==> src/rtl/canvas_pkg.sv <==
// Shared canvas geometry, default widths and arbiter state type for the canvas port arbiter.
package canvas_pkg;

  localparam int unsigned CANVAS_W      = 32;
  localparam int unsigned CANVAS_H      = 32;
  localparam int unsigned CANVAS_PIXELS = CANVAS_W * CANVAS_H;

  localparam int unsigned DEF_ADDR_W = 10;
  localparam int unsigned DEF_CHAR_W = 8;

  typedef enum logic [1:0] {
    StIdle,
    StRecog,
    StClear
  } arb_state_e;

endpackage

==> src/rtl/canvas_port_arbiter_if.sv <==
// Bundle of pen, recognizer, RAM and character-handshake signals around the canvas port arbiter.
interface canvas_port_arbiter_if
  import canvas_pkg::*;
#(
  parameter int unsigned ADDR_W = DEF_ADDR_W,
  parameter int unsigned CHAR_W = DEF_CHAR_W
);

  logic              draw_we;
  logic [ADDR_W-1:0] draw_addr;
  logic              draw_data;
  logic              draw_done;
  logic              clear_req;
  logic              draw_stall;

  logic              rec_end_write;
  logic              rec_read_enable;
  logic [ADDR_W-1:0] rec_read_addr;
  logic              rec_read_data;
  logic              rec_ready_to_write;
  logic [CHAR_W-1:0] rec_write_data;

  logic [ADDR_W-1:0] mem_addr;
  logic              mem_we;
  logic              mem_wdata;
  logic              mem_rdata;

  logic              char_valid;
  logic [CHAR_W-1:0] char_data;
  logic              char_ready;

  logic              busy;
  logic              timeout_err;
  logic              char_overrun;

  modport master (
    input  draw_we, draw_addr, draw_data, draw_done, clear_req,
    input  rec_read_enable, rec_read_addr, rec_ready_to_write, rec_write_data,
    input  mem_rdata, char_ready,
    output draw_stall, rec_end_write, rec_read_data,
    output mem_addr, mem_we, mem_wdata,
    output char_valid, char_data, busy, timeout_err, char_overrun
  );

  modport slave (
    output draw_we, draw_addr, draw_data, draw_done, clear_req,
    output rec_read_enable, rec_read_addr, rec_ready_to_write, rec_write_data,
    output mem_rdata, char_ready,
    input  draw_stall, rec_end_write, rec_read_data,
    input  mem_addr, mem_we, mem_wdata,
    input  char_valid, char_data, busy, timeout_err, char_overrun
  );

endinterface

==> src/rtl/canvas_clear_sweep.sv <==
// Linear address sweep 0..NUM_ADDR-1, one step per enabled cycle, with a done pulse on the last one.
module canvas_clear_sweep
  import canvas_pkg::*;
#(
  parameter int unsigned ADDR_W   = DEF_ADDR_W,
  parameter int unsigned NUM_ADDR = CANVAS_PIXELS
) (
  input  logic              i_clk,
  input  logic              i_rst,
  input  logic              i_en,
  output logic [ADDR_W-1:0] o_addr,
  output logic              o_done
);

  logic [ADDR_W-1:0] r_addr;
  logic              w_last;

  assign w_last = (r_addr == ADDR_W'(NUM_ADDR - 1));

  // Wraps to 0 after the last address so the next sweep starts clean.
  always_ff @(posedge i_clk) begin
    if (i_rst) begin
      r_addr <= '0;
    end else if (i_en) begin
      r_addr <= w_last ? '0 : r_addr + ADDR_W'(1);
    end
  end

  assign o_addr = r_addr;
  assign o_done = i_en && w_last;

endmodule

==> src/rtl/canvas_port_arbiter.sv <==
// Shares the single canvas RAM port between pen, recognizer readout and clear sweep.
// Define CANVAS_AUTO_CLEAR_EN to erase the canvas after every recognized character.
module canvas_port_arbiter
  import canvas_pkg::*;
#(
  parameter int unsigned ADDR_W      = DEF_ADDR_W,
  parameter int unsigned CHAR_W      = DEF_CHAR_W,
  parameter int unsigned TIMEOUT_CYC = 2047
) (
  input logic                   i_clk,
  input logic                   i_rst,
  canvas_port_arbiter_if.master io_bus
);

  localparam int unsigned WDOG_W = $clog2(TIMEOUT_CYC + 1);

  arb_state_e        r_state;
  logic              r_busy;
  logic              r_rec_end_write;
  logic              r_char_valid;
  logic [CHAR_W-1:0] r_char_data;
  logic              r_timeout_err;
  logic              r_char_overrun;
  logic [WDOG_W-1:0] r_wdog;

  logic              w_sweep_en;
  logic              w_sweep_done;
  logic [ADDR_W-1:0] w_sweep_addr;
  logic              w_capture;
  logic              w_char_take;

  assign w_sweep_en  = (r_state == StClear);
  assign w_capture   = (r_state == StRecog) && io_bus.rec_ready_to_write;
  assign w_char_take = r_char_valid && io_bus.char_ready;

  canvas_clear_sweep #(
    .ADDR_W  (ADDR_W),
    .NUM_ADDR(CANVAS_PIXELS)
  ) u_sweep (
    .i_clk (i_clk),
    .i_rst (i_rst),
    .i_en  (w_sweep_en),
    .o_addr(w_sweep_addr),
    .o_done(w_sweep_done)
  );

  always_ff @(posedge i_clk) begin
    if (i_rst) begin
      r_state         <= StIdle;
      r_busy          <= 1'b0;
      r_rec_end_write <= 1'b0;
      r_char_valid    <= 1'b0;
      r_char_data     <= '0;
      r_timeout_err   <= 1'b0;
      r_char_overrun  <= 1'b0;
      r_wdog          <= '0;
    end else begin
      r_rec_end_write <= 1'b0;
      if (w_char_take) begin
        r_char_valid <= 1'b0;
      end
      // A capture in the same cycle as a handshake keeps the new character pending.
      if (w_capture) begin
        r_char_data  <= io_bus.rec_write_data;
        r_char_valid <= 1'b1;
        if (r_char_valid && !io_bus.char_ready) begin
          r_char_overrun <= 1'b1;
        end
      end
      unique case (r_state)
        StIdle: begin
          if (io_bus.clear_req) begin
            r_state <= StClear;
            r_busy  <= 1'b1;
          end else if (io_bus.draw_done) begin
            r_state         <= StRecog;
            r_busy          <= 1'b1;
            r_rec_end_write <= 1'b1;
            r_wdog          <= '0;
          end
        end
        StRecog: begin
          if (w_capture) begin
`ifdef CANVAS_AUTO_CLEAR_EN
            r_state <= StClear;
            r_busy  <= 1'b1;
`else
            r_state <= StIdle;
            r_busy  <= 1'b0;
`endif
          end else if (r_wdog == WDOG_W'(TIMEOUT_CYC - 1)) begin
            r_timeout_err <= 1'b1;
            r_state       <= StIdle;
            r_busy        <= 1'b0;
          end else begin
            r_wdog <= r_wdog + WDOG_W'(1);
          end
        end
        StClear: begin
          if (w_sweep_done) begin
            r_state <= StIdle;
            r_busy  <= 1'b0;
          end
        end
        default: begin
          r_state <= StIdle;
          r_busy  <= 1'b0;
        end
      endcase
    end
  end

  always_comb begin
    io_bus.mem_addr      = io_bus.draw_addr;
    io_bus.mem_we        = io_bus.draw_we;
    io_bus.mem_wdata     = io_bus.draw_data;
    io_bus.draw_stall    = 1'b0;
    io_bus.rec_read_data = 1'b0;
    unique case (r_state)
      StRecog: begin
        io_bus.mem_addr      = io_bus.rec_read_addr;
        io_bus.mem_we        = 1'b0;
        io_bus.mem_wdata     = 1'b0;
        io_bus.draw_stall    = 1'b1;
        io_bus.rec_read_data = (io_bus.rec_read_enable || r_rec_end_write) && io_bus.mem_rdata;
      end
      StClear: begin
        io_bus.mem_addr   = w_sweep_addr;
        io_bus.mem_we     = 1'b1;
        io_bus.mem_wdata  = 1'b0;
        io_bus.draw_stall = 1'b1;
      end
      default: begin
      end
    endcase
  end

  assign io_bus.rec_end_write = r_rec_end_write;
  assign io_bus.char_valid    = r_char_valid;
  assign io_bus.char_data     = r_char_data;
  assign io_bus.busy          = r_busy;
  assign io_bus.timeout_err   = r_timeout_err;
  assign io_bus.char_overrun  = r_char_overrun;

endmodule

==> src/flat_wrapper.sv <==
// flat-port wrapper written by rule: the top's interface ports become plain ports
module canvas_port_arbiter_flat import canvas_pkg::*;
#(
  parameter int unsigned ADDR_W      = DEF_ADDR_W,
  parameter int unsigned CHAR_W      = DEF_CHAR_W,
  parameter int unsigned TIMEOUT_CYC = 2047
)
  (i_clk, i_rst, io_bus_draw_we, io_bus_draw_addr, io_bus_draw_data, io_bus_draw_done, io_bus_clear_req, io_bus_rec_read_enable, io_bus_rec_read_addr, io_bus_rec_ready_to_write, io_bus_rec_write_data, io_bus_mem_rdata, io_bus_char_ready, io_bus_draw_stall, io_bus_rec_end_write, io_bus_rec_read_data, io_bus_mem_addr, io_bus_mem_we, io_bus_mem_wdata, io_bus_char_valid, io_bus_char_data, io_bus_busy, io_bus_timeout_err, io_bus_char_overrun);
  canvas_port_arbiter_if #(.ADDR_W(ADDR_W), .CHAR_W(CHAR_W)) io_bus_i ();
  input logic i_clk;
  input logic i_rst;
  input wire logic [$bits(io_bus_i.draw_we)-1:0] io_bus_draw_we;
  input wire logic [$bits(io_bus_i.draw_addr)-1:0] io_bus_draw_addr;
  input wire logic [$bits(io_bus_i.draw_data)-1:0] io_bus_draw_data;
  input wire logic [$bits(io_bus_i.draw_done)-1:0] io_bus_draw_done;
  input wire logic [$bits(io_bus_i.clear_req)-1:0] io_bus_clear_req;
  input wire logic [$bits(io_bus_i.rec_read_enable)-1:0] io_bus_rec_read_enable;
  input wire logic [$bits(io_bus_i.rec_read_addr)-1:0] io_bus_rec_read_addr;
  input wire logic [$bits(io_bus_i.rec_ready_to_write)-1:0] io_bus_rec_ready_to_write;
  input wire logic [$bits(io_bus_i.rec_write_data)-1:0] io_bus_rec_write_data;
  input wire logic [$bits(io_bus_i.mem_rdata)-1:0] io_bus_mem_rdata;
  input wire logic [$bits(io_bus_i.char_ready)-1:0] io_bus_char_ready;
  output wire logic [$bits(io_bus_i.draw_stall)-1:0] io_bus_draw_stall;
  output wire logic [$bits(io_bus_i.rec_end_write)-1:0] io_bus_rec_end_write;
  output wire logic [$bits(io_bus_i.rec_read_data)-1:0] io_bus_rec_read_data;
  output wire logic [$bits(io_bus_i.mem_addr)-1:0] io_bus_mem_addr;
  output wire logic [$bits(io_bus_i.mem_we)-1:0] io_bus_mem_we;
  output wire logic [$bits(io_bus_i.mem_wdata)-1:0] io_bus_mem_wdata;
  output wire logic [$bits(io_bus_i.char_valid)-1:0] io_bus_char_valid;
  output wire logic [$bits(io_bus_i.char_data)-1:0] io_bus_char_data;
  output wire logic [$bits(io_bus_i.busy)-1:0] io_bus_busy;
  output wire logic [$bits(io_bus_i.timeout_err)-1:0] io_bus_timeout_err;
  output wire logic [$bits(io_bus_i.char_overrun)-1:0] io_bus_char_overrun;
  assign io_bus_i.draw_we = io_bus_draw_we;
  assign io_bus_i.draw_addr = io_bus_draw_addr;
  assign io_bus_i.draw_data = io_bus_draw_data;
  assign io_bus_i.draw_done = io_bus_draw_done;
  assign io_bus_i.clear_req = io_bus_clear_req;
  assign io_bus_i.rec_read_enable = io_bus_rec_read_enable;
  assign io_bus_i.rec_read_addr = io_bus_rec_read_addr;
  assign io_bus_i.rec_ready_to_write = io_bus_rec_ready_to_write;
  assign io_bus_i.rec_write_data = io_bus_rec_write_data;
  assign io_bus_i.mem_rdata = io_bus_mem_rdata;
  assign io_bus_i.char_ready = io_bus_char_ready;
  assign io_bus_draw_stall = io_bus_i.draw_stall;
  assign io_bus_rec_end_write = io_bus_i.rec_end_write;
  assign io_bus_rec_read_data = io_bus_i.rec_read_data;
  assign io_bus_mem_addr = io_bus_i.mem_addr;
  assign io_bus_mem_we = io_bus_i.mem_we;
  assign io_bus_mem_wdata = io_bus_i.mem_wdata;
  assign io_bus_char_valid = io_bus_i.char_valid;
  assign io_bus_char_data = io_bus_i.char_data;
  assign io_bus_busy = io_bus_i.busy;
  assign io_bus_timeout_err = io_bus_i.timeout_err;
  assign io_bus_char_overrun = io_bus_i.char_overrun;
  canvas_port_arbiter #(.ADDR_W(ADDR_W), .CHAR_W(CHAR_W), .TIMEOUT_CYC(TIMEOUT_CYC)) u_core (.i_clk(i_clk), .i_rst(i_rst), .io_bus(io_bus_i));
endmodule
==> config.mk <==
export PLATFORM = sky130hd
export DESIGN_NAME = canvas_port_arbiter_flat
export DESIGN_NICKNAME = d
export VERILOG_FILES = /design/src/rtl/canvas_pkg.sv /design/src/rtl/canvas_port_arbiter_if.sv /design/src/rtl/canvas_clear_sweep.sv /design/src/rtl/canvas_port_arbiter.sv /design/src/flat_wrapper.sv
export SDC_FILE = /design/constraint.sdc
export NUM_CORES = 1
export LEC_CHECK = 0
export CAP_MARGIN = 20
export CORE_AREA = 8 8 86 88
export CTS_CLUSTER_SIZE = 10
export DETAILED_ROUTE_END_ITERATION = 16
export DIE_AREA = 0 0 94 96
export GPL_TIMING_DRIVEN = 0
export PLACE_DENSITY = 0.66
export SKIP_LAST_GASP = 1
export SYNTH_ARGS = -nofsm -noshare
export SYNTH_HDL_FRONTEND = slang
export SYNTH_SLANG_ARGS = --single-unit
==> constraint.sdc <==
create_clock -name i_clk -period 3.2 [get_ports i_clk]
set_clock_uncertainty 0.15 [all_clocks]
set_input_delay 0.32 -clock i_clk [delete_from_list [all_inputs] [get_ports i_clk]]
set_output_delay 0.32 -clock i_clk [all_outputs]
set_load 0.005 [all_outputs]
==> results.cfg, run 1 <==
[clock_network]
cts.sinks = 36
clockBufferDepth = 2
clock_latency_ns = 0.29
hold_buffers = 0
cts_root_buf = clkbuf_8
ctsResizeCount = 0
cts_made_buffers = 5
clk_pin_slew_ns = 0.07
ctsHtreeMaxLevel = 2
cts_setup_buffers = 0
cts_tree = built

[timing]
hold_violations = 0
rsz0062_at_grt = no
tightest_slew_ns = 0.638
drv_slew = 0
max_freq_ghz = 0.346
setup_viol = 0
slew_headroom_pct = 57.1
finalCriticalPeriod_ns = 2.89
tns_ns = 0
period_share_pct = 90.3

[logic_synthesis]
yosysWarnings = 0
synth_edf_count = 0
synth-seq-cells = 36
synth.cell_area_mm2 = 0.00202
syn_nets = 290
synth_area_per_cell_um2 = 8.19
ys_seq_area_share_pct = 35.8
synth_cells = 246
synth_flop_cell = dfxtp_1
yosysUniqueCellTypes = 48
synthArstFlopShare_pct = 0

[grt]
grt_overflow_total = 0
grt_pass1_wl_um = 9780
antenna_found_initial = 0
grtUsageTotal_pct = 13.5
first_global_vias = 2093
grt_max_degree = 12

[die]
rows = 29
die_h_um = 96
coreArea_mm2 = 0.00610
start_util_pct = 33.1
die_area_mm2 = 0.00902
die_w_um = 94
ios = 65

[power]
ir_drop_v = 0.000256
powerDensity_mw_per_mm2 = 445
power.leakage_uw = 0.000980

[routing]
wl_um = 5900
drc_errors = 0
drt_iter0_drc = 81
vias = 2050
wl_per_cell_um = 14.9
vias_per_cell = 5.19
detailedRoute.firstPassIterationCount = 4
antenna_left = 0

[setup_path]
endpoint_kind = output pin
cp_max_fo = 10
crit_required_ns = 2.73
cpPeakStageDelay_ns = 0.54
worst-setup-path-type = flip-flop to output pin
crit_chain = inv_1 -> ha_1 -> clkbuf_1 -> clkbuf_1 -> a22oi_1 -> a21oi_1 -> clkdlybuf4s50_1
arrival_ns = 2.42
slowest_stage = clkdlybuf4s50_1
cp_common_cell = clkbuf_1
crit_path_start_kind = flip-flop
critical_path_buf_inv_count = 4
crit_family = buffers and inverters

[finish]
final_layout_size_suffix_gt1_share_pct = 6.29
fin_area_mm2 = 0.00286
syn_to_final_growth_pct = 41.9
fill_cells = 620
fin_nets = 361
diodes = 0
layoutNonFillerInstCount = 395

[hold_path]
hp-class = flip-flop to flip-flop

[place]
dpl_cell_area_mm2 = 0.00275
dp_cells = 387
io_buffers = 64
dp_hpwl_um = 4510
gp_congestion = 0.849

[flow_run]
max_cap_violations = 0

[run_status]
status = complete, no violations
-- registers in the layout, indices dropped and copies added (netlist names) --
signal,flops
u_core.u_sweep.o_addr,10
u_core.r_wdog,11
u_core.io_bus.timeout_err,1
u_core.io_bus.busy,1
u_core.io_bus.char_overrun,1
u_core.io_bus.rec_end_write,1
u_core.io_bus.char_valid,1
u_core.r_state,2
u_core.io_bus.char_data,8
-- layer usage --
layer	routed length (um)	up-vias	track usage (%)	part of all wire, %
li1	-	1059	-	-
met1	2700	951	16.5	46
met2	2820	35	22.1	48
met3	305	5	3.82	5.2
met4	68	0	4.89	1.2
met5	0	-	0	0
-- worst register-to-register path, stage by stage (launching register included) --
cell and delay, ns:
dfxtp_1 0.32, inv_1 0.10, ha_1 0.29, nor2b_1 0.09, a21oi_1 0.36, clkbuf_1 0.46
o41ai_1 0.15, a21oi_1 0.15
-- cells by family (layout without fill, tap and decap cells) --
| family | count (synthesis) | after routing | synth area share [%] |
|---|---|---|---|
| and+or+nand+nor | 98 | 98 | 26.2 |
| AOI/OAI and AO/OA | 77 | 77 | 26.6 |
| DFF | 36 | 36 | 35.8 |
| buffers and inverters | 21 | 93 | 3.97 |
| adders and majority gates | 6 | 6 | 3.72 |
| xor gates and xnor gates | 6 | 6 | 2.61 |
| muxes | 2 | 2 | 1.12 |
-- cell usage after synthesis, types with 2 or more instances --
master     n  area [um^2]
a21oi_1   28          140
a221oi_1   2         17.5
a22oi_1   10         75.1
a31oi_1    7         43.8
and2_1     4         25.0
and3_1     3         18.8
and4_4     2         22.5
clkbuf_1  10         37.5
dfxtp_1   36          721
ha_1       6         75.1
inv_1      9         33.8
mux2_2     2         22.5
nand2_1   28          105
nand2b_1   4         25.0
nand3_1    8         40.0
nand4_1    5         31.3
nor2_1    22         82.6
nor2b_1    4         25.0
o211ai_1   7         52.6
o21ai_0    3         15.0
o31ai_1    6         45.0
o41ai_1    2         17.5
or3_1      3         18.8
or4_1      6         45.0
xor2_1     6         52.6
-- where the power goes --
part	total (uW)	switching (uW)	internal [uW]
clock network	394	163	231
registers	473	9.31	464
logic	404	189	216
total	1270	361	911
-- cells in the final DEF (no fill, tap or decap), types with 2 or more instances in the layout --
cell type / n
clkdlybuf4s50_1: 64
nand3_1: 8
nand2_1: 28
nand4_1: 5
a31oi_1: 7
a22oi_1: 10
ha_1: 6
o21ai_0: 3
o41ai_1: 2
nand2b_1: 4
or4_1: 6
and3_1: 3
o211ai_1: 7
inv_1: 9
a21oi_1: 28
nor2_1: 22
and2_1: 4
mux2_2: 2
o31ai_1: 6
clkbuf_8: 5
nor2b_1: 4
a221oi_1: 2
xor2_1: 6
or3_1: 3
dfxtp_1: 36
and4_4: 2
clkbuf_1: 11
-- area by class of cell --
type	instances	area (um^2)	share of cell area (%)
Clock inverter	2	35.0	1.22
Inverter	9	33.8	1.18
Sequential cell	36	721	25.2
Multi-Input combinational cell	189	1210	42.5
Clock buffer	6	72.6	2.54
Tap cell	77	96.3	3.37
Buffer	12	46.3	1.62
Timing Repair Buffer	64	641	22.4
-- final timing paths --
check	startpoint	to	slack, ns	cells after the start
worst max-delay path	u_core.r_state[0]	io_bus_mem_addr[5]	0.31	7
worst min-delay path	u_core.io_bus.char_data[2]	u_core.io_bus.char_data[2]	0.31	2
worst max register to register	u_core.r_state[0]	u_core.r_wdog[9]	1.05	7
worst min register to register	u_core.io_bus.char_data[2]	u_core.io_bus.char_data[2]	0.31	2
-- per-stage QoR --
step | utilization [%] | total power [uW] | worst slack [ns] | hold WS, ns
CTS | 46.9 | 1290 | 0.277 | 0.306
detailed placement | 45.2 | 892 | 0.624 | 0.296
global placement | 45.2 | 890 | 0.621 | 0.291
global route | 46.9 | 1350 | 0.00532 | 0.324
finish | 46.9 | 1270 | 0.309 | 0.307
floorplan | - | 665 | 1.28 | 0.303
Note: power is estimated with default switching activity, not from simulation.
==> run 2, diff against run 1 <==
--- a/config.mk
+++ b/config.mk
@@ -7,7 +7,6 @@
 export LEC_CHECK = 0
 export CAP_MARGIN = 20
 export CORE_AREA = 8 8 86 88
-export CTS_CLUSTER_SIZE = 10
 export DETAILED_ROUTE_END_ITERATION = 16
 export DIE_AREA = 0 0 94 96
 export GPL_TIMING_DRIVEN = 0
==> results of run 2 <==
The final DEF is identical to that of run 1; final timing and power are the same.
==> run 3, diff against run 2 <==
--- a/config.mk
+++ b/config.mk
@@ -6,11 +6,12 @@
 export NUM_CORES = 1
 export LEC_CHECK = 0
 export CAP_MARGIN = 20
-export CORE_AREA = 8 8 86 88
+export CORE_AREA = 8 8 102 76
 export DETAILED_ROUTE_END_ITERATION = 16
-export DIE_AREA = 0 0 94 96
+export DIE_AREA = 0 0 110 84
+export GPL_ROUTABILITY_DRIVEN = 1
 export GPL_TIMING_DRIVEN = 0
-export PLACE_DENSITY = 0.66
+export PLACE_DENSITY = 0.65
 export SKIP_LAST_GASP = 1
 export SYNTH_ARGS = -nofsm -noshare
 export SYNTH_HDL_FRONTEND = slang
==> results.cfg, run 3 (synthesis results as in run 1) <==
[run_status]
status = complete, no violations

[finish]
final_layout_size_suffix_gt1_share_pct = 6.60
diodes = 0
largest_reg_flops = 11
final_cell_mix = clkdlybuf4s50_1 (64), dfxtp_1 (36), a21oi_1 (28), nand2_1 (28), nor2_1 (22)
final_common_cell = clkdlybuf4s50_1
top_register = u_core.r_wdog
fin_nets = 361
syn_to_final_growth_pct = 44.5

[die]
coreArea_mm2 = 0.00610
start_util_pct = 33.1
ios = 65
rows = 24
die_area_mm2 = 0.00924
die_w_um = 110
die_h_um = 84

[setup_path]
worst-setup-path-type = flip-flop to output pin
worstReg2RegEnd = u_core.u_sweep.o_addr[3]
arrival_ns = 2.43
endpoint_kind = output pin
cp_max_fo = 10
r2r_cells = 6
crit_path_start_kind = flip-flop
r2r_start = u_core.r_state[0]
crit_required_ns = 2.73
rrSetupSlack_ns = 0.95

[power]
p_clk_share_pct = 38.9
power_uw = 1440
switching_share_pct = 25.8
powerDensity_mw_per_mm2 = 495
combPwrFrac_pct = 28.2
ir_drop_v = 0.000276
p_int_uw = 1070
power.leakage_uw = 0.00100
pwr-share-seq_pct = 32.9
switchingPower_uw = 372

[clock_network]
clockBufferDepth = 2
cts_tree = built
hold_buffers = 0
ctsResizeCount = 0
cts.sinks = 36
clk_pin_slew_ns = 0.08
cts_root_buf = clkbuf_8
cts_setup_buffers = 0
cts_made_buffers = 5
ctsHtreeMaxLevel = 2
clock_latency_ns = 0.29

[hold_path]
worstHoldEndpoint = u_core.io_bus.char_data[3]
hp-class = flip-flop to flip-flop
hold_depth = 2
hold_path.startpoint = u_core.io_bus.char_data[3]

[grt]
grt_use_met1_pct = 18.0
grt_overflow_total = 0
grt_max_degree = 13
grt_use_met2_pct = 20.5
grt_use_met3_pct = 5.48
antenna_found_initial = 0
first_global_vias = 2063
busiest_layer = met2
grt_pass1_wl_um = 10200
grtUsageTotal_pct = 13.6

[routing]
wl_um = 6170
detailedRoute.firstPassIterationCount = 4
vias_per_cell = 5.25
drc_errors = 0
vias = 2078
drt_iter0_drc = 154
antenna_left = 0
wl_per_cell_um = 15.6

[place]
io_buffers = 64
dp_hpwl_um = 4820
gp_congestion = 0.858

[timing]
max_freq_ghz = 0.345
hold_violations = 0
rsz0062_at_grt = no
finalCriticalPeriod_ns = 2.90
drv_slew = 0
tightest_slew_ns = 0.737
tns_ns = 0
period_share_pct = 90.5
setup_viol = 0
slew_headroom_pct = 50.4

[flow_run]
max_cap_violations = 0
## run 3: cell count changes in the layout (fill, tap and decap cells not counted)
| cell | before | now |
|---|---|---|
| clkinv_2 | 1 | 0 |
| bufinv_16 | 1 | 3 |
| clkbuf_1 | 11 | 10 |
## run 3: critical path, cell delays in order, from the launching register on
cell,delay (ns)
dfxtp_1,0.32
inv_1,0.11
ha_1,0.21
buf_2,0.24
buf_1,0.41
a22oi_1,0.13
a21oi_1,0.17
clkdlybuf4s50_1,0.54
## run 3: through the flow
step | area (um^2) | hold slack (ns) | setup slack [ns] | std cells | util [%]
final | 2910 | 0.306 | 0.303 | 396 | 47.8
after global routing | 2910 | 0.340 | 0.0745 | 396 | 47.8
after CTS | 2910 | 0.309 | 0.290 | 396 | 47.8
after detailed placement | 2750 | 0.298 | 0.613 | 388 | 45.2
after global placement | 2750 | 0.291 | 0.658 | 388 | 45.2
after floorplan | 2020 | 0.303 | 1.28 | 246 | -
## run 3: worst max-delay path by stage
stage | from | to | slack (ns) | cells after the start
finish | u_core.r_state[1] | io_bus_mem_addr[7] | 0.30 | 7
global route | u_core.r_state[0] | io_bus_mem_addr[1] | 0.07 | 7
CTS | u_core.r_state[0] | io_bus_mem_addr[5] | 0.29 | 7
detailed placement | u_core.r_state[0] | io_bus_mem_addr[5] | 0.61 | 7
global placement | u_core.r_state[0] | io_bus_mem_addr[7] | 0.66 | 7
floorplan | u_core.r_wdog[0] | u_core.r_wdog[6] | 1.28 | 6
## run 3: area by class of cell
class                   count  area (um^2)
clock buffers               5         68.8
plain buffers              12         46.3
flip-flops and latches     36          721
well taps                  78         97.6
multi-input cells         189         1210
clock inverters             3         90.1
fillers                   590         3180
inverters                   9         33.8
repair buffers             64          641
## run 3: per-layer routing
| metal | wire length [um] | share of wire (%) |
|---|---|---|
| met1 | 2910 | 47 |
| met2 | 2740 | 44 |
| met3 | 500 | 8.1 |
| met4 | 17 | 0.28 |
| met5 | 0 | 0 |
## run 3: power groups by stage
stage                     Sequential, uW  Clock (uW)  Combinational [uW]
after floorplan                      483           0                 182
after global placement               483           0                 405
after detailed placement             484           0                 406
after CTS                            474         571                 408
after global routing                 476         598                 447
final                                474         561                 406
==> edit 1, RTL diff (flow settings as in run 3) <==
Build with the macro `CANVAS_AUTO_CLEAR_EN` defined.
--- a/src/rtl/canvas_port_arbiter.sv
+++ b/src/rtl/canvas_port_arbiter.sv
@@ -1,5 +1,7 @@
 // Shares the single canvas RAM port between pen, recognizer readout and clear sweep.
 // Define CANVAS_AUTO_CLEAR_EN to erase the canvas after every recognized character.
+`define CANVAS_AUTO_CLEAR_EN
+
 module canvas_port_arbiter
   import canvas_pkg::*;
 #(
Check against the original RTL: not equivalent (Yosys sat finds a counterexample within 4 cycles, from zero or initial values and one cycle with i_rst high).
==> edit 1 against run 3 <==
  * Sequential cell count is the same
  * Via count increased by 3.8%
  * Design area down 3.8%
  * Global-route usage is 0.35 points higher
  * Wire length rose by 2.4%
  * Worst setup slack improved by 87 ps
  * Register-to-register slack improved by 50 ps
  * Area after synthesis is 2.3% lower
Power is not compared: it rests on default switching activity, and its combinational part moved more than twofold at a synthesized area within 25%.
==> edit 1: results (changes against run 3) <==
| Metric | Value |
|---|---|
| Seq Cell Count | `36 (unchanged)` |
| Yosys cell types | `44 (-8.3%)` |
| Non-clk bufs | `75 (-1.3%)` |
| Grt met2 use | `18.8% (-1.6 points)` |
| Leak Pwr | `0.977 nW` |
| Synth Area in XOR/XNOR | `2.22% (-0.38 points)` |
| Vias | `2157 (+3.8%)` |
| Post-Synthesis Cells | `246 (unchanged)` |
| WL met2 | `2.39 mm (-13%)` |
| Largest net degree at the start of global routing | `11 (-2)` |
| Inverters | `6 (-3)` |
| Placed cell area | `0.00271 mm2 (-1.7%)` |
| Multiplexer area fraction after synthesis | `1.14% (+0.026 points)` |
| Met1 WL | `3.08 mm (+5.6%)` |
| Area of the multi-input gates | `0.00118 mm2 (-2.5%)` |
| Synth Area in Adders | `3.81% (+0.088 points)` |
| RD Place Congestion | `0.818 (-4.7%)` |
| Initial DRC count | `178 (+16%)` |
| ClkCell Share | `3.22% (-2.2 points)` |
| Status | `finished clean` |
| Sequential fraction of design power | `30.3%` |
| Top Metal Used | `met4` |
| Fin. max-slew vios | `0 (unchanged)` |
| Sequential cell area share | `25.7% (+0.98 points)` |
| Critical Path AT | `2340 ps (-90 ps)` |
| Seq/Total Area, Yosys | `36.6% (+0.84 points)` |
| DP Wirelength | `4.69 mm (-2.6%)` |
| GRT met1 Usage | `19.4% (+1.4 points)` |
| Pre-CTS setup slack | `387 ps (-225 ps)` |
| Slowest cell delay on critical path | `520 ps (-20 ps)` |
| Non-clock buffer share | `24.5% (+0.89 points)` |
| Synth cell count leaders | `36 x dfxtp_1, 30 x a21oi_1, 25 x nor2_1, 23 x nand2_1` |
| Met3 Wirelength | `800 um (+60%)` |
| Area Overhead vs Synth | `42.2%` |
| Synth Area in Compound Gates | `25.6% (-1.0 points)` |
| Share of cells above drive strength 1 | `5.35% (-1.3 points)` |
| Top cells by area, synth | `dfxtp_1 37%, a21oi_1 7.6%, nor2_1 4.8%, nand2_1 4.4%, a22oi_1 3.8%` |
| WL per Instance | `15.9 um (+2.4%)` |
| Final wirelength | `6.32 mm (+2.4%)` |
| Synth Warn # | `0 (unchanged)` |
| Clock network power share | `19.9%` |
| Global Route Usage Sum | `14.0% (+0.35 points)` |
| First-pass GRT wire length | `10.4 mm (+2.1%)` |
| Fillcell total | `631 (+6.9%)` |
| CLK BUF | `8 (+3)` |
[edit 1: changes by cell type after synthesis, moves of 3 or more]
cell and change:
a32o_1 +3, inv_1 -3, nand2_1 -5, nand3_1 +3, nor2_1 +3, nor3_1 +4
nor4_1 +4, o211ai_1 -6, o21ai_0 +4, or4_1 -4
[edit 1: final timing paths]
check                                                from                                      end  slack [ps]  depth (start not counted)
setup / recovery           u_core.r_state[0]$_SDFFE_PP0P_                       io_bus_mem_addr[8]         390                          7
hold / removal    u_core.io_bus.char_data[0]$_SDFFE_PP0P_  u_core.io_bus.char_data[0]$_SDFFE_PP0P_         300                          2
setup reg to reg           u_core.r_state[0]$_SDFFE_PP0P_            u_core.r_wdog[2]$_SDFFE_PP0P_        1000                          6
hold reg to reg   u_core.io_bus.char_data[0]$_SDFFE_PP0P_  u_core.io_bus.char_data[0]$_SDFFE_PP0P_         300                          2
==> edit 2, RTL diff (config.mk and constraints of run 3) <==
Made on the original files. Re-encode `arb_state_e` (3 states) as one-hot, 3 bits wide.
--- a/src/rtl/canvas_pkg.sv
+++ b/src/rtl/canvas_pkg.sv
@@ -8,10 +8,10 @@
   localparam int unsigned DEF_ADDR_W = 10;
   localparam int unsigned DEF_CHAR_W = 8;
 
-  typedef enum logic [1:0] {
-    StIdle,
-    StRecog,
-    StClear
+  typedef enum logic [2:0] {
+    StIdle  = 3'b001,
+    StRecog = 3'b010,
+    StClear = 3'b100
   } arb_state_e;
 
 endpackage
Function: no difference found for any inputs over 10 cycles, from zero or initial values and one cycle with i_rst high; not proved beyond that.
==> edit 2 against run 3 <==
  * Die area unchanged
  * Sequential cell count up 1
  * Wire length fell by 4.0%
  * Sequential share of layout area rose by 1.4 points
  * Count of clock-buffer cells in the layout unchanged
  * Global-route usage is 0.77 points lower
  * First-iteration DRC count fell by 11%
  * Area after synthesis down 0.43%
  * Total power fell by 28%
  * Worst setup slack improved by 68 ps
  * Design area is 2.8% lower
  * Register-to-register slack worse by 40 ps
  * Highest routed layer unchanged
==> edit 2: results (changes against run 3) <==
| Metric | Value |
|---|---|
| Asr flop ratio synth | `0% (unchanged)` |
| Top Metal Used | `met4` |
| Yosys cell types | `45 (-6.3%)` |
| Clock slew at reported path FFs | `80 ps (about the same)` |
| Critical Path AT | `2360 ps (-70 ps)` |
| Hold WC Path Type | `reg2reg` |
| Post-CTS resize count | `0 (unchanged)` |
| Max reg flops | `11 (unchanged)` |
| TritonCTS buffer count | `5 (unchanged)` |
| Buffers added on ports | `64 (unchanged)` |
| Crit Path Max Fanout | `10 (unchanged)` |
| Met1 WL | `2.92 mm (+0.41%)` |
| Pre-CTS setup slack | `630 ps (+17.9 ps)` |
| Leak Pwr | `0.968 nW (-3.5%)` |
| Seq/Total Area, Yosys | `36.9% (+1.2 points)` |
| Peak supply drop | `0.154 mV (-44%)` |
| NumNets Final | `370 (+2.5%)` |
| Number of global-route vias before repair | `1996 (-3.2%)` |
| Switching share of total power | `27.4% (+1.6 points)` |
| Diode count | `0 (unchanged)` |
| Placed cell area | `0.00275 mm2 (-0.32%)` |
| Post-CTS setup buffers | `0 (unchanged)` |
| DP Wirelength | `4.57 mm (-5.1%)` |
| WL met2 | `2.46 mm (-10%)` |
| Global Route Usage Sum | `12.9% (-0.77 points)` |
| Vias per cell | `5.21 (-0.75%)` |
| Clock buffer depth | `2 (unchanged)` |
| Final wirelength | `5.92 mm (-4.0%)` |
| Share of cells above drive strength 1 | `6.36% (-0.24 points)` |
| Largest net degree at the start of global routing | `13 (unchanged)` |
| Mapped Nets | `299 (+3.1%)` |
| Rel. slew slack | `55.5% (+5.1 points)` |
| Met3 Wirelength | `493 um (-1.4%)` |
| First-pass GRT wire length | `9.78 mm (-4.3%)` |
| Biggest register | `u_core.r_wdog` |
| Worst-skew pair later-pin latency | `290 ps (about the same)` |
| Synth cell count leaders | `40 x nand2_1, 37 x dfxtp_1, 26 x a21oi_1, 23 x nor2_1, 20 x o22ai_1` |
| Root buffer cell | `clkbuf_8` |
| Top cells by area, synth | `dfxtp_1 37%, nand2_1 7.5%, a21oi_1 6.5%, o22ai_1 6.2%, o22a_1 4.4%` |
| CTS H-Tree Depth | `2 (unchanged)` |
| Synth Warn # | `0 (unchanged)` |
| DR pass1 iterations | `4 (unchanged)` |
| RD Place Congestion | `0.822 (-4.2%)` |
| Status | `finished clean` |
| Initial DRC count | `137 (-11%)` |
| Main synth FF type | `dfxtp_1` |
| Initial antenna violation count | `0 (unchanged)` |
edit 2: path summary, 6_finish.rpt:
path,endpoint,from,slack (ps),cells past startpoint
worst max-delay path,io_bus_mem_addr[8],u_core.r_state[0]$_SDFFE_PP1P_,370,6
worst min-delay path,u_core.io_bus.char_data[5]$_SDFFE_PP0P_,u_core.io_bus.char_data[5]$_SDFFE_PP0P_,310,2
worst max register to register,u_core.r_wdog[4]$_SDFFE_PP0P_,u_core.r_state[2]$_SDFFE_PP0P_,910,6
worst min register to register,u_core.io_bus.char_data[5]$_SDFFE_PP0P_,u_core.io_bus.char_data[5]$_SDFFE_PP0P_,310,2
edit 2: power by group through the flow:
stage          registers (W)  clock network [W]  logic, W
5_1_grt             0.000477           0.000356  0.000266
3_5_place_dp        0.000486                  0  0.000243
3_3_place_gp        0.000487                  0  0.000243
4_1_cts             0.000476           0.000332  0.000245
2_1_floorplan       0.000485                  0  0.000116
6_report            0.000476           0.000321  0.000244
edit 2: cells by family after synthesis:
logic type	Yosys count	share of synthesized area [%]
and+or+nand+nor	103	25.2
AOI/OAI and AO/OA	83	26.6
DFF	37	36.9
buffers and inverters	20	3.99
xor gates and xnor gates	10	4.36
adders and majority gates	3	1.87
muxes	2	1.12
edit 2: area by class of cell:
type | instances | area, um2
plain buffers | 11 | 46.3
clock buffers | 5 | 68.8
clock inverters | 3 | 17.5
fillers | 611 | 3260
inverters | 9 | 33.8
multi-input cells | 201 | 1190
flip-flops and latches | 37 | 741
well taps | 78 | 97.6
repair buffers | 64 | 641
edit 2: worst max-delay path, cell delays in order, from the launching register on:
cell             delay [ps]
dfxtp_1                 470
nand2b_1                230
clkbuf_1                400
o22a_1                  220
o22ai_1                  70
a21oi_1                 150
clkdlybuf4s50_1         520
edit 2: per-layer routing:
| layer | track usage, % | vias up |
|---|---|---|
| met5 | 0 | - |
| met1 | 18.3 | 967 |
| met4 | 3.30 | 0 |
| li1 | - | 1082 |
| met3 | 4.48 | 4 |
| met2 | 17.5 | 72 |
edit 2: through the flow:
step | hold slack [ps] | cells
final | 305 | 408
after global routing | 333 | 408
after CTS | 310 | 408
after detailed placement | 301 | 400
after global placement | 291 | 400
after floorplan | 256 | 258
